### src/rtl/mips_hilo_div_unit.sv
// mips_hilo_div_unit: iterative signed divider that owns the HI/LO registers.
// A start in IDLE runs WIDTH restoring-division steps in CALC. It then spends one
// FIX cycle applying signs (or the divide-by-zero result) and writes HI/LO at
// the closing edge. Stall is raised for any div/mf request that arrives while
// the unit is busy.
module mips_hilo_div_unit #(
    parameter int WIDTH = 32
) (
    input  logic             clk,
    input  logic             rst_b,
    input  logic             div,
    input  logic [1:0]       mf,
    input  logic [WIDTH-1:0] rs_data,
    input  logic [WIDTH-1:0] rt_data,
    output logic             busy,
    output logic             done,
    output logic             stall,
    output logic [WIDTH-1:0] mf_data,
    output logic [WIDTH-1:0] hi,
    output logic [WIDTH-1:0] lo
);

    localparam int CW = $clog2(WIDTH + 1);
    localparam logic [WIDTH-1:0] ONE = {{(WIDTH-1){1'b0}}, 1'b1};

    typedef enum logic [1:0] {IDLE, CALC, FIX} state_t;

    state_t           state, state_nxt;
    logic [CW-1:0]    cnt;
    logic [WIDTH-1:0] rem, quo, abs_rt, rs_raw;
    logic             sign_q, sign_r, dz;
    logic             start;
    logic [WIDTH:0]   rem_sh, trial;
    logic [WIDTH-1:0] abs_rs_in, abs_rt_in, quo_fix, rem_fix;

    // Magnitudes of the operands. The most negative value maps to itself,
    // which is correct when the result is read as unsigned.
    assign abs_rs_in = rs_data[WIDTH-1] ? (~rs_data + ONE) : rs_data;
    assign abs_rt_in = rt_data[WIDTH-1] ? (~rt_data + ONE) : rt_data;

    // One restoring step. The shifted remainder needs WIDTH+1 bits because
    // the divisor magnitude can be 2^(WIDTH-1).
    assign rem_sh = {rem, quo[WIDTH-1]};
    assign trial  = rem_sh - {1'b0, abs_rt};

    // Sign correction applied in FIX.
    assign quo_fix = sign_q ? (~quo + ONE) : quo;
    assign rem_fix = sign_r ? (~rem + ONE) : rem;

    // State register.
    always_ff @(posedge clk or negedge rst_b) begin
        if (!rst_b) state <= IDLE;
        else        state <= state_nxt;
    end

    // Next-state and control outputs.
    always_comb begin
        state_nxt = state;
        busy      = 1'b1;
        done      = 1'b0;
        start     = 1'b0;
        case (state)
            IDLE: begin
                busy = 1'b0;
                if (div) begin
                    start     = 1'b1;
                    state_nxt = CALC;
                end
            end
            CALC: begin
                if (cnt == CW'(1)) state_nxt = FIX;
            end
            FIX: begin
                done      = 1'b1;
                state_nxt = IDLE;
            end
            default: begin
                busy      = 1'b0;
                state_nxt = IDLE;
            end
        endcase
    end

    // Operand capture and the per-cycle quotient/remainder iteration.
    always_ff @(posedge clk or negedge rst_b) begin
        if (!rst_b) begin
            cnt    <= '0;
            rem    <= '0;
            quo    <= '0;
            abs_rt <= '0;
            rs_raw <= '0;
            sign_q <= 1'b0;
            sign_r <= 1'b0;
            dz     <= 1'b0;
        end else if (start) begin
            cnt    <= CW'(WIDTH);
            rem    <= '0;
            quo    <= abs_rs_in;
            abs_rt <= abs_rt_in;
            rs_raw <= rs_data;
            sign_q <= rs_data[WIDTH-1] ^ rt_data[WIDTH-1];
            sign_r <= rs_data[WIDTH-1];
            dz     <= (rt_data == '0);
        end else if (state == CALC) begin
            cnt <= cnt - CW'(1);
            if (!trial[WIDTH]) begin
                rem <= trial[WIDTH-1:0];
                quo <= {quo[WIDTH-2:0], 1'b1};
            end else begin
                rem <= rem_sh[WIDTH-1:0];
                quo <= {quo[WIDTH-2:0], 1'b0};
            end
        end
    end

    // HI/LO are written only at the edge that closes FIX.
    // Divide by zero yields all-ones / raw dividend.
    always_ff @(posedge clk or negedge rst_b) begin
        if (!rst_b) begin
            hi <= '0;
            lo <= '0;
        end else if (done) begin
            lo <= dz ? '1     : quo_fix;
            hi <= dz ? rs_raw : rem_fix;
        end
    end

    assign stall   = busy & (div | mf[1]);
    assign mf_data = (mf == 2'b10) ? hi :
                     (mf == 2'b11) ? lo : '0;

endmodule

### config.mk
export PLATFORM = sky130hd
export DESIGN_NAME = mips_hilo_div_unit
export DESIGN_NICKNAME = d
export VERILOG_FILES = /design/src/rtl/mips_hilo_div_unit.sv
export SDC_FILE = /design/constraint.sdc
export NUM_CORES = 1
export LEC_CHECK = 0
export ABC_AREA = 0
export BUFFER_PORTS_ARGS = -buffer_cell sky130_fd_sc_hd__buf_4
export CAP_MARGIN = 10
export CELL_PAD_IN_SITES_DETAIL_PLACEMENT = 1
export CELL_PAD_IN_SITES_GLOBAL_PLACEMENT = 1
export CORE_MARGIN = 5
export CORE_UTILIZATION = 45
export CTS_BUF_LIST = sky130_fd_sc_hd__clkbuf_2 sky130_fd_sc_hd__clkbuf_4 sky130_fd_sc_hd__clkbuf_8
export DETAILED_ROUTE_END_ITERATION = 12
export PLACE_DENSITY = 0.84
export SLEW_MARGIN = 20
export SYNTH_ARGS = -nofsm -noshare
export SYNTH_HDL_FRONTEND = slang
export SYNTH_SLANG_ARGS = --single-unit
### constraint.sdc
create_clock -name clk -period 4.2 [get_ports clk]
set_input_delay 0.21 -clock clk [delete_from_list [all_inputs] [get_ports clk]]
set_output_delay 0.21 -clock clk [all_outputs]
set_load 0.01 [all_outputs]
==> results.md, run 1 <==
Clock tree:
- The clock-pin transition on the worst setup and hold timing paths is roughly 70 ps.
- The clock tree synthesis step divided the H-tree into 2 levels.
- The largest buffer count on any clock path is 3.
- Clock tree synthesis selected as its root buffer the cell sky130_fd_sc_hd__clkbuf_8.
- At the later pin of the worst-skew pair, clock insertion delay measures roughly 560 ps.
- The tree built by TritonCTS fans out to ~200 sinks.
- TritonCTS built the clock tree.
- In this run, CTS created clock tree buffers numbering 38.
- After clock tree synthesis, the setup repair step added 0 buffers.

Finish:
- The finished layout holds 2,172 standard cells, fillers aside.
- The commonest non-fill, non-tap cell in the layout is sky130_fd_sc_hd__nand2_1.
- The finished layout cell area is 16,300 sq um.
- The post-route core utilization is 55.3%.
- The total number of nets in the final design is 1,868.
- The post-route netlist has 16.2% of its cells at a drive strength greater than 1.
- Leaving out fill and tap cells, the most frequent cells in the layout are sky130_fd_sc_hd__nand2_1 (245), sky130_fd_sc_hd__dfrtp_1 (201), sky130_fd_sc_hd__buf_4 (179).
- Relative to the synthesized area, the layout overhead comes to 22.0%.
- The number of antenna repair diodes is 0.

Global route:
- Global routing used 26.9% of the available tracks across all layers.
- The number of global-route vias before repair is 13,500.
- The total global routing overflow is 0.
- The pin count of the biggest net entering global routing is 114.
- The number of antenna violations at the first check in global routing came to 0.
- The wire length of the first global-routing pass is roughly 73 mm.

Synthesis:
- The net count of the mapped netlist is 1,684.
- During synthesis, Yosys emitted a total of 0 warnings.
- The most used flip-flop cell after synthesis is sky130_fd_sc_hd__dfrtp_1.
- The synthesized design contains between 200 and 250 register bits.
- The area share of the largest cell type after synthesis is 37.9%.
- The share of synthesized registers carrying an async set or reset is between 90% and 100%.
- The cell area that synthesis handed to floorplanning was 13,300 sq um.
- Sequential elements use 37.9% of the synthesized area.
- After synthesis, the cell types taking the most area are sky130_fd_sc_hd__dfrtp_1 (38%), sky130_fd_sc_hd__nand2_1 (6.9%), sky130_fd_sc_hd__mux2i_1 (6.4%).
- The number of different library cells in the post-synthesis netlist is 58.
- Dividing the synthesized area by the synthesized cell count gives 8.49 sq um.
- The number of synthesized flops with an enable pin is 0.
- The leading area contributor after synthesis is sky130_fd_sc_hd__dfrtp_1.
- Synthesis produced around 1,600 cells.

Worst setup path:
- For the worst setup path, the data required time is 4580 ps.
- The worst setup path is captured at a flip-flop.
- The critical path in this run is classified as flip-flop to flip-flop.
- Traced cell by cell, the critical path runs through inv_1 -> ha_1 -> fa_1 -> nand2b_1 -> a21oi_1 -> o21a_1 -> a21oi_1 -> o21ai_1 -> a21oi_1 -> xnor2_2 -> buf_4 -> mux2i_1 -> a21oi_1.
- The largest single stage delay on the critical path is 500 ps.
- The nature of the critical path startpoint is a flip-flop.
- The cell that appears most often on the critical path is sky130_fd_sc_hd__a21oi_1.
- Along the worst path, the maximum fanout reaches 9.
- The highest-delay cell along the critical path is sky130_fd_sc_hd__xnor2_2.
- Counting both buffers and inverters, the worst setup path holds a total of 2.
- At the worst endpoint, the arrival time is 4170 ps.
- The family with the most delay on the worst path is compound AO/OA/AOI/OAI gates.

Timing:
- The shortest clock period the worst path allows after layout is about 3800 ps.
- Setup violations remaining at the end of the flow were counted as 0.
- The count of final hold-check violations was 0.
- Headroom to the max-slew limit came out at a little over a quarter.
- Setup repair after global routing left no endpoint under its margin.
- The final critical path takes up 90.2% of the cycle.
- For this run, the top clock speed supported by timing is 264 MHz.
- The max-slew violation count is 0.
- The clock arrives with 31.1 ps of skew.
- The setup TNS is 0 ps.
- The slew at the pin with the worst max-slew slack is approximately 1100 ps.

Drt:
- The wire length on met1 is approximately 19 mm.
- The count of vias placed by the detailed router is 12,600.
- The count of nets left with antenna violations once routing finished came out at 0.
- Dividing the detail-routed wire length by the instance count gives 20.8 microns.
- The first-iteration detailed-routing DRC count is 778.
- The detailed router used layers up to and including met4.
- The via-per-instance ratio is 5.79.
- The total routed wirelength is 45.3 mm.
- The number of detailed-route iterations in the first pass is 5.
- The routed wire length on met3 is between 1.5 and 2 mm.
- The post-route DRC violation count is 0.
- Summed over all nets, wire length on met2 after detailed routing comes to 22.8 mm.

Floorplan:
- The initial core utilization is between 40% and 50%.
- The die extent in y is approximately 180 microns.
- The number of ports placed on the die boundary is roughly 170.
- The area of the core region is 29,500 sq um.
- In this run the core area contains 63 standard-cell rows.
- The die covers around 33,000 sq um.
- The horizontal die dimension is 182 microns.

Placement:
- Detailed placement ended at an HPWL of 31.3 mm.
- The number of port buffers is roughly 170.
- The placer's final routability congestion estimate is 0.852.
- Once placement completed, the tool counted placed cells totaling 2,056.
- Once placement finished, the instance area stood at 15,000 sq um.

Run status:
- The flow ran to the end, and the final reports show no timing, DRC or antenna violations.

Hold path:
- The min-delay analysis places its worst path in the category input pin to flip-flop.

Power and ir drop:
- The total power per unit cell area is 869 nW/um^2.
- VDD sags by at most between 400 and 500 uV.
- The leakage dissipation is ~7.5 nW.

Flow run:
- The reported max-cap violation count is 0.
==> stage by stage <==
stage               setup slack, ps  hold slack, ps  power [W]
floorplan                      1020           -85.6    0.00916
global placement                686             420     0.0115
detailed placement              478             430     0.0119
CTS                             411            2.66     0.0141
global route                    204            10.9     0.0153
finish                          413            17.2     0.0142
==> worst paths after layout <==
kind / start / cells past startpoint / slack (ps) / endpoint
worst max-delay path: quo[31] / 13 / 410 / rem[21]
worst min-delay path: rt_data[28] / 3 / 20 / abs_rt[28]
worst max register to register: quo[31] / 13 / 410 / rem[21]
worst min register to register: rs_raw[25] / 2 / 480 / rs_raw[25]
max in group asynchronous: rst_b / 3 / 2710 / abs_rt[30]
min in group asynchronous: rst_b / 2 / 370 / abs_rt[6]
==> flip-flops by register name, summed over array words and instances (netlist names) <==
| signal | flops |
|---|---|
| abs_rt | 32 |
| rs_raw | 32 |
| sign_q | 1 |
| rem | 32 |
| dz | 1 |
| hi | 32 |
| lo | 32 |
| state | 2 |
| cnt | 6 |
| quo | 32 |
==> report_power, final <==
group	total [W]	internal (W)	switching (W)	leakage [nW]
Sequential	0.00394	0.00283	0.00110	2.54
Combinational	0.00813	0.00344	0.00470	4.49
Clock	0.00209	0.00118	0.000911	0.435
Total	0.0142	0.00745	0.00671	7.46
==> synthesized netlist by cell type, types with 24 or more instances <==
cell                       instances
sky130_fd_sc_hd__nand2_1         246
sky130_fd_sc_hd__dfrtp_1         202
sky130_fd_sc_hd__o21ai_0         148
sky130_fd_sc_hd__a21oi_1         123
sky130_fd_sc_hd__nor2_1           99
sky130_fd_sc_hd__mux2i_1          85
sky130_fd_sc_hd__xor2_1           82
sky130_fd_sc_hd__clkbuf_1         78
sky130_fd_sc_hd__xnor2_1          69
sky130_fd_sc_hd__inv_1            58
sky130_fd_sc_hd__nor2b_1          48
sky130_fd_sc_hd__ha_1             42
sky130_fd_sc_hd__o31ai_1          32
sky130_fd_sc_hd__or3_1            24
==> per-layer routing <==
layer	vias to the layer above	global-route usage, %
li1	5849	-
met1	6275	33.3
met2	331	47.0
met3	127	3.77
met4	0	11.2
met5	-	0
==> final cells by class <==
class	instances	area [sq um]
inverter	58	218
timing repair buffer	234	1940
fill	3516	13200
tap	390	488
clock buffer	60	782
multi-input combinational	1222	7770
clock inverter	6	38.8
sequential	202	5060
==> logic make-up (layout without fill, tap and decap cells) <==
family | after synthesis | in the layout | share of synthesized area, %
flip-flops | 202 | 202 | 37.9
AO/OA/AOI/OAI | 411 | 411 | 18.3
adder cells (fa/ha/maj) | 43 | 43 | 4.09
XOR/XNOR | 151 | 151 | 9.91
multiplexers | 105 | 105 | 8.06
AND/OR/NAND/NOR | 512 | 512 | 17.6
buffers and inverters | 148 | 358 | 4.18
==> worst reg2reg max path, stage by stage (launching register included) <==
cell                       delay [ps]
sky130_fd_sc_hd__dfrtp_1          390
sky130_fd_sc_hd__inv_1             90
sky130_fd_sc_hd__ha_1             230
sky130_fd_sc_hd__fa_1             400
sky130_fd_sc_hd__nand2b_1         190
sky130_fd_sc_hd__a21oi_1          220
sky130_fd_sc_hd__o21a_1           260
sky130_fd_sc_hd__a21oi_1          150
sky130_fd_sc_hd__o21ai_1          300
sky130_fd_sc_hd__a21oi_1          230
sky130_fd_sc_hd__xnor2_2          500
sky130_fd_sc_hd__buf_4            310
sky130_fd_sc_hd__mux2i_1          250
sky130_fd_sc_hd__a21oi_1          100
==> what timing repair did <==
item                                    4_1_cts  5_1_grt
endpoints found under the setup margin        0        0
hold buffers                                 50        0
resized for setup                             0        0
endpoints found under the hold margin       172        0
No activity file was read; power rests on OpenSTA's default activity.
==> run 2: changes to the inputs <==
==> constraint.sdc (replaced) <==
create_clock -name clk -period 4.2 [get_ports clk]
set_input_delay 0.63 -clock clk [delete_from_list [all_inputs] [get_ports clk]]
set_output_delay 0.63 -clock clk [all_outputs]
set_load 0.01 [all_outputs]
==> run 2 against run 1 <==
  * Sequential power hardly changed
  * Die area stayed put
  * Fmax is 5.8% higher
  * Routed wire length is 6.6% lower
  * Largest cell class unchanged
  * Largest power group unchanged
==> results.md, run 2 (same netlist as run 1, synthesis figures left out) <==
Worst setup path:
- The worst register-to-register path begins at quo[31].
- Walking the worst path, the cells encountered are inv_1 -> ha_1 -> fa_1 -> nand2b_1 -> a21oi_1 -> o21a_1 -> a21oi_1 -> o21ai_1 -> a21oi_1 -> xnor2_2 -> buf_12 -> mux2i_1 -> a211oi_1.
- Broken down by cell family, the worst path's largest delay share belongs to compound AO/OA/AOI/OAI gates.
- The kind of end point of the critical path is a flip-flop.
- The highest net fanout along the worst path is 35 (+26).
- The endpoint identified for the worst register-to-register timing path is rem[15].
- The buffers plus inverters on the worst setup path came to 2 (unchanged).
- The data arrival time of the worst path is 3950 ps (-220 ps).
- The start-to-end type of the worst setup path is flip-flop to flip-flop.
- The cell with the most instances on the worst path is sky130_fd_sc_hd__a21oi_1.
- The peak per-stage delay on the critical path is 430 ps (-70 ps).
- STA classifies the critical path startpoint as a flip-flop.
- The depth of the critical timing path with buffers and inverters included is 13 (unchanged).
- The critical path required time came to 4570 ps (about the same).
- The number of cells traversed by the worst register-to-register path is 13 (unchanged).
- On the critical path, the stage with the largest delay is an instance of sky130_fd_sc_hd__dfrtp_1.
- The slack of the worst reg-to-reg path is 620 ps (+210 ps).

Global route:
- The wire length of the first global-routing pass came to 68.9 mm (-5.9%).
- The combined global-route utilization of all metal layers was 25.0% (-1.9 points).
- The number of global-route vias before repair is 12,900 (-4.7%).
- The pin count of the biggest net entering global routing was 99 (-13%).
- The total global routing overflow is 0 (unchanged).
- The number of antenna violations at the first check in global routing came to 1 (+1).

Drt:
- The via-per-instance ratio is 5.74 (-1.0%).
- The post-detailed-route wirelength per cell is 19.9 microns (-4.4%).
- The first-iteration detailed-routing DRC count was 609 (-22%).
- The total routed wirelength is 42.3 mm (-6.6%).
- The number of detailed-route iterations in the first pass is 6 (+1).
- The post-route DRC violation count is 0 (unchanged).
- The number of nets still failing antenna checks after routing is 0 (unchanged).
- The count of vias placed by the detailed router is 12,200 (-3.3%).

Placement:
- The placed cell count is 2,058 (+0.097%).
- The number of port buffers came to 167 (unchanged).
- The final HPWL from detailed placement was 30.8 mm (-1.4%).
- The placer's final routability congestion estimate is 0.873 (+2.5%).

Clock tree:
- The count of cells resized by post-cts repair is 0 (unchanged).
- The clock buffer count from CTS is 38 (unchanged).
- In this run the clock root is driven by a sky130_fd_sc_hd__clkbuf_8.
- The total of hold buffers inserted after clock tree synthesis came to 0 (-100%).
- The number of sinks on the clock net was 202 (unchanged).
- The clock latency on the worst-skew pair is 530 ps (-30 ps).
- The count of H-tree levels built during CTS was 2 (unchanged).
- The largest buffer count on any clock path is 3 (unchanged).
- The number of buffers inserted by post-CTS setup repair is 0 (unchanged).
- The clock tree from TritonCTS is built.
- The clock-pin transition on the worst setup and hold timing paths is 60 ps (about the same).

Finish:
- The storage element area is 5060 sq um (about the same).
- The number of non-filler instances in the completed layout is 2,121 (-2.3%).
- The count of filler cells inserted in the layout was 3,572 (+1.6%).
- The commonest non-fill, non-tap cell in the layout is sky130_fd_sc_hd__nand2_1.
- The layout cell share with drive strength beyond 1 is 16.6% (+0.43 points).
- Relative to the synthesized area, the layout overhead comes to 17.7%.
- The total number of nets in the final design came to 1,820 (-2.6%).
- In the layout the commonest cells are sky130_fd_sc_hd__nand2_1 (245), sky130_fd_sc_hd__dfrtp_1 (200), sky130_fd_sc_hd__buf_4 (184).
- The multi-input combinational cell area is 7770 sq um (unchanged).

Floorplan:
- The die area is 33,200 sq um (unchanged).
- The horizontal die dimension is 182 microns (unchanged).
- The number of ports placed on the die boundary came to 168 (unchanged).
- The die extent in y is 182 microns (unchanged).
- The area of the core region was 29,500 sq um (unchanged).
- The number of rows created at floorplan is 63 (unchanged).
- The initial core utilization was 45.3% (unchanged).

Power and ir drop:
- The largest voltage drop on the vdd net is 537 uV (+8.6%).
- The post-layout total power is 0.0138 W (-2.4%).
- The total power per unit cell area was 880 nW/um^2 (+1.2%).
- The leakage dissipation came to 7.22 nW (-3.2%).

Timing:
- The shortest clock period the worst path allows after layout is 3580 ps (-207 ps).
- The relative max-transition margin is 37.2% (+10 points).
- The clock tree skew after final layout is 23.3 ps (-7.82 ps).
- The setup TNS is 0 ps (unchanged).
- The count of final hold-check violations is 0 (unchanged).
- The highest achievable clock rate is 279 MHz (+5.8%).
- The slew at the pin with the worst max-slew slack is 942 ps (-151 ps).
- The ratio of final minimum period to clock period came to 85.2% (-4.9 points).
- The max-slew violation count was 0 (unchanged).
- The count of endpoints failing setup in the final report is 0 (unchanged).
- Setup repair after global routing left no endpoint under its margin.

Run status:
- The run finished with clean final reports.

Flow run:
- The reported max-cap violation count is 0 (unchanged).

Hold path:
- The worst hold path belongs to the class input pin to async pin.
-- run 2: final cells by class --
| class | instances | share of cell area, % |
|---|---|---|
| Antenna cell | 1 | 0.0159 |
| Clock buffer | 61 | 4.82 |
| Clock inverter | 1 | 0.0478 |
| Inverter | 58 | 1.39 |
| Multi-Input combinational cell | 1222 | 49.4 |
| Sequential cell | 202 | 32.2 |
| Tap cell | 390 | 3.10 |
| Timing Repair Buffer | 186 | 9.00 |
-- run 2: layer usage --
layer / GRT usage, % / share of wire, %
met1: 31.0 / 42
met2: 44.7 / 50
met3: 3.29 / 3.8
met4: 8.77 / 3.7
met5: 0 / 0
-- run 2: metrics by stage --
step           util (%)  area (sq um)  hold slack (ps)  setup slack (ps)
3_5_place_dp       50.7         14900              463               466
4_1_cts            53.3         15700              149               635
3_3_place_gp       50.7         14900              457               495
2_1_floorplan         -         13300              334               857
6_report           53.3         15700              128               620
5_1_grt            53.3         15700              179               451
-- run 2: worst max-delay path by stage --
stage | start | to | slack [ps]
6_report | quo[31] | rem[15] | 620
5_1_grt | quo[31] | rem[15] | 450
4_1_cts | quo[31] | rem[15] | 640
3_5_place_dp | rt_data[6] | abs_rt[29] | 470
3_3_place_gp | rt_data[6] | abs_rt[29] | 490
2_1_floorplan | rt_data[6] | abs_rt[29] | 860
-- run 2: report_power, final --
part | leakage [nW] | total [W] | switching [W] | internal [W]
logic | 4.28 | 0.00791 | 0.00453 | 0.00337
registers | 2.54 | 0.00395 | 0.00111 | 0.00284
clock network | 0.405 | 0.00197 | 0.000841 | 0.00113
total | 7.22 | 0.0138 | 0.00649 | 0.00734
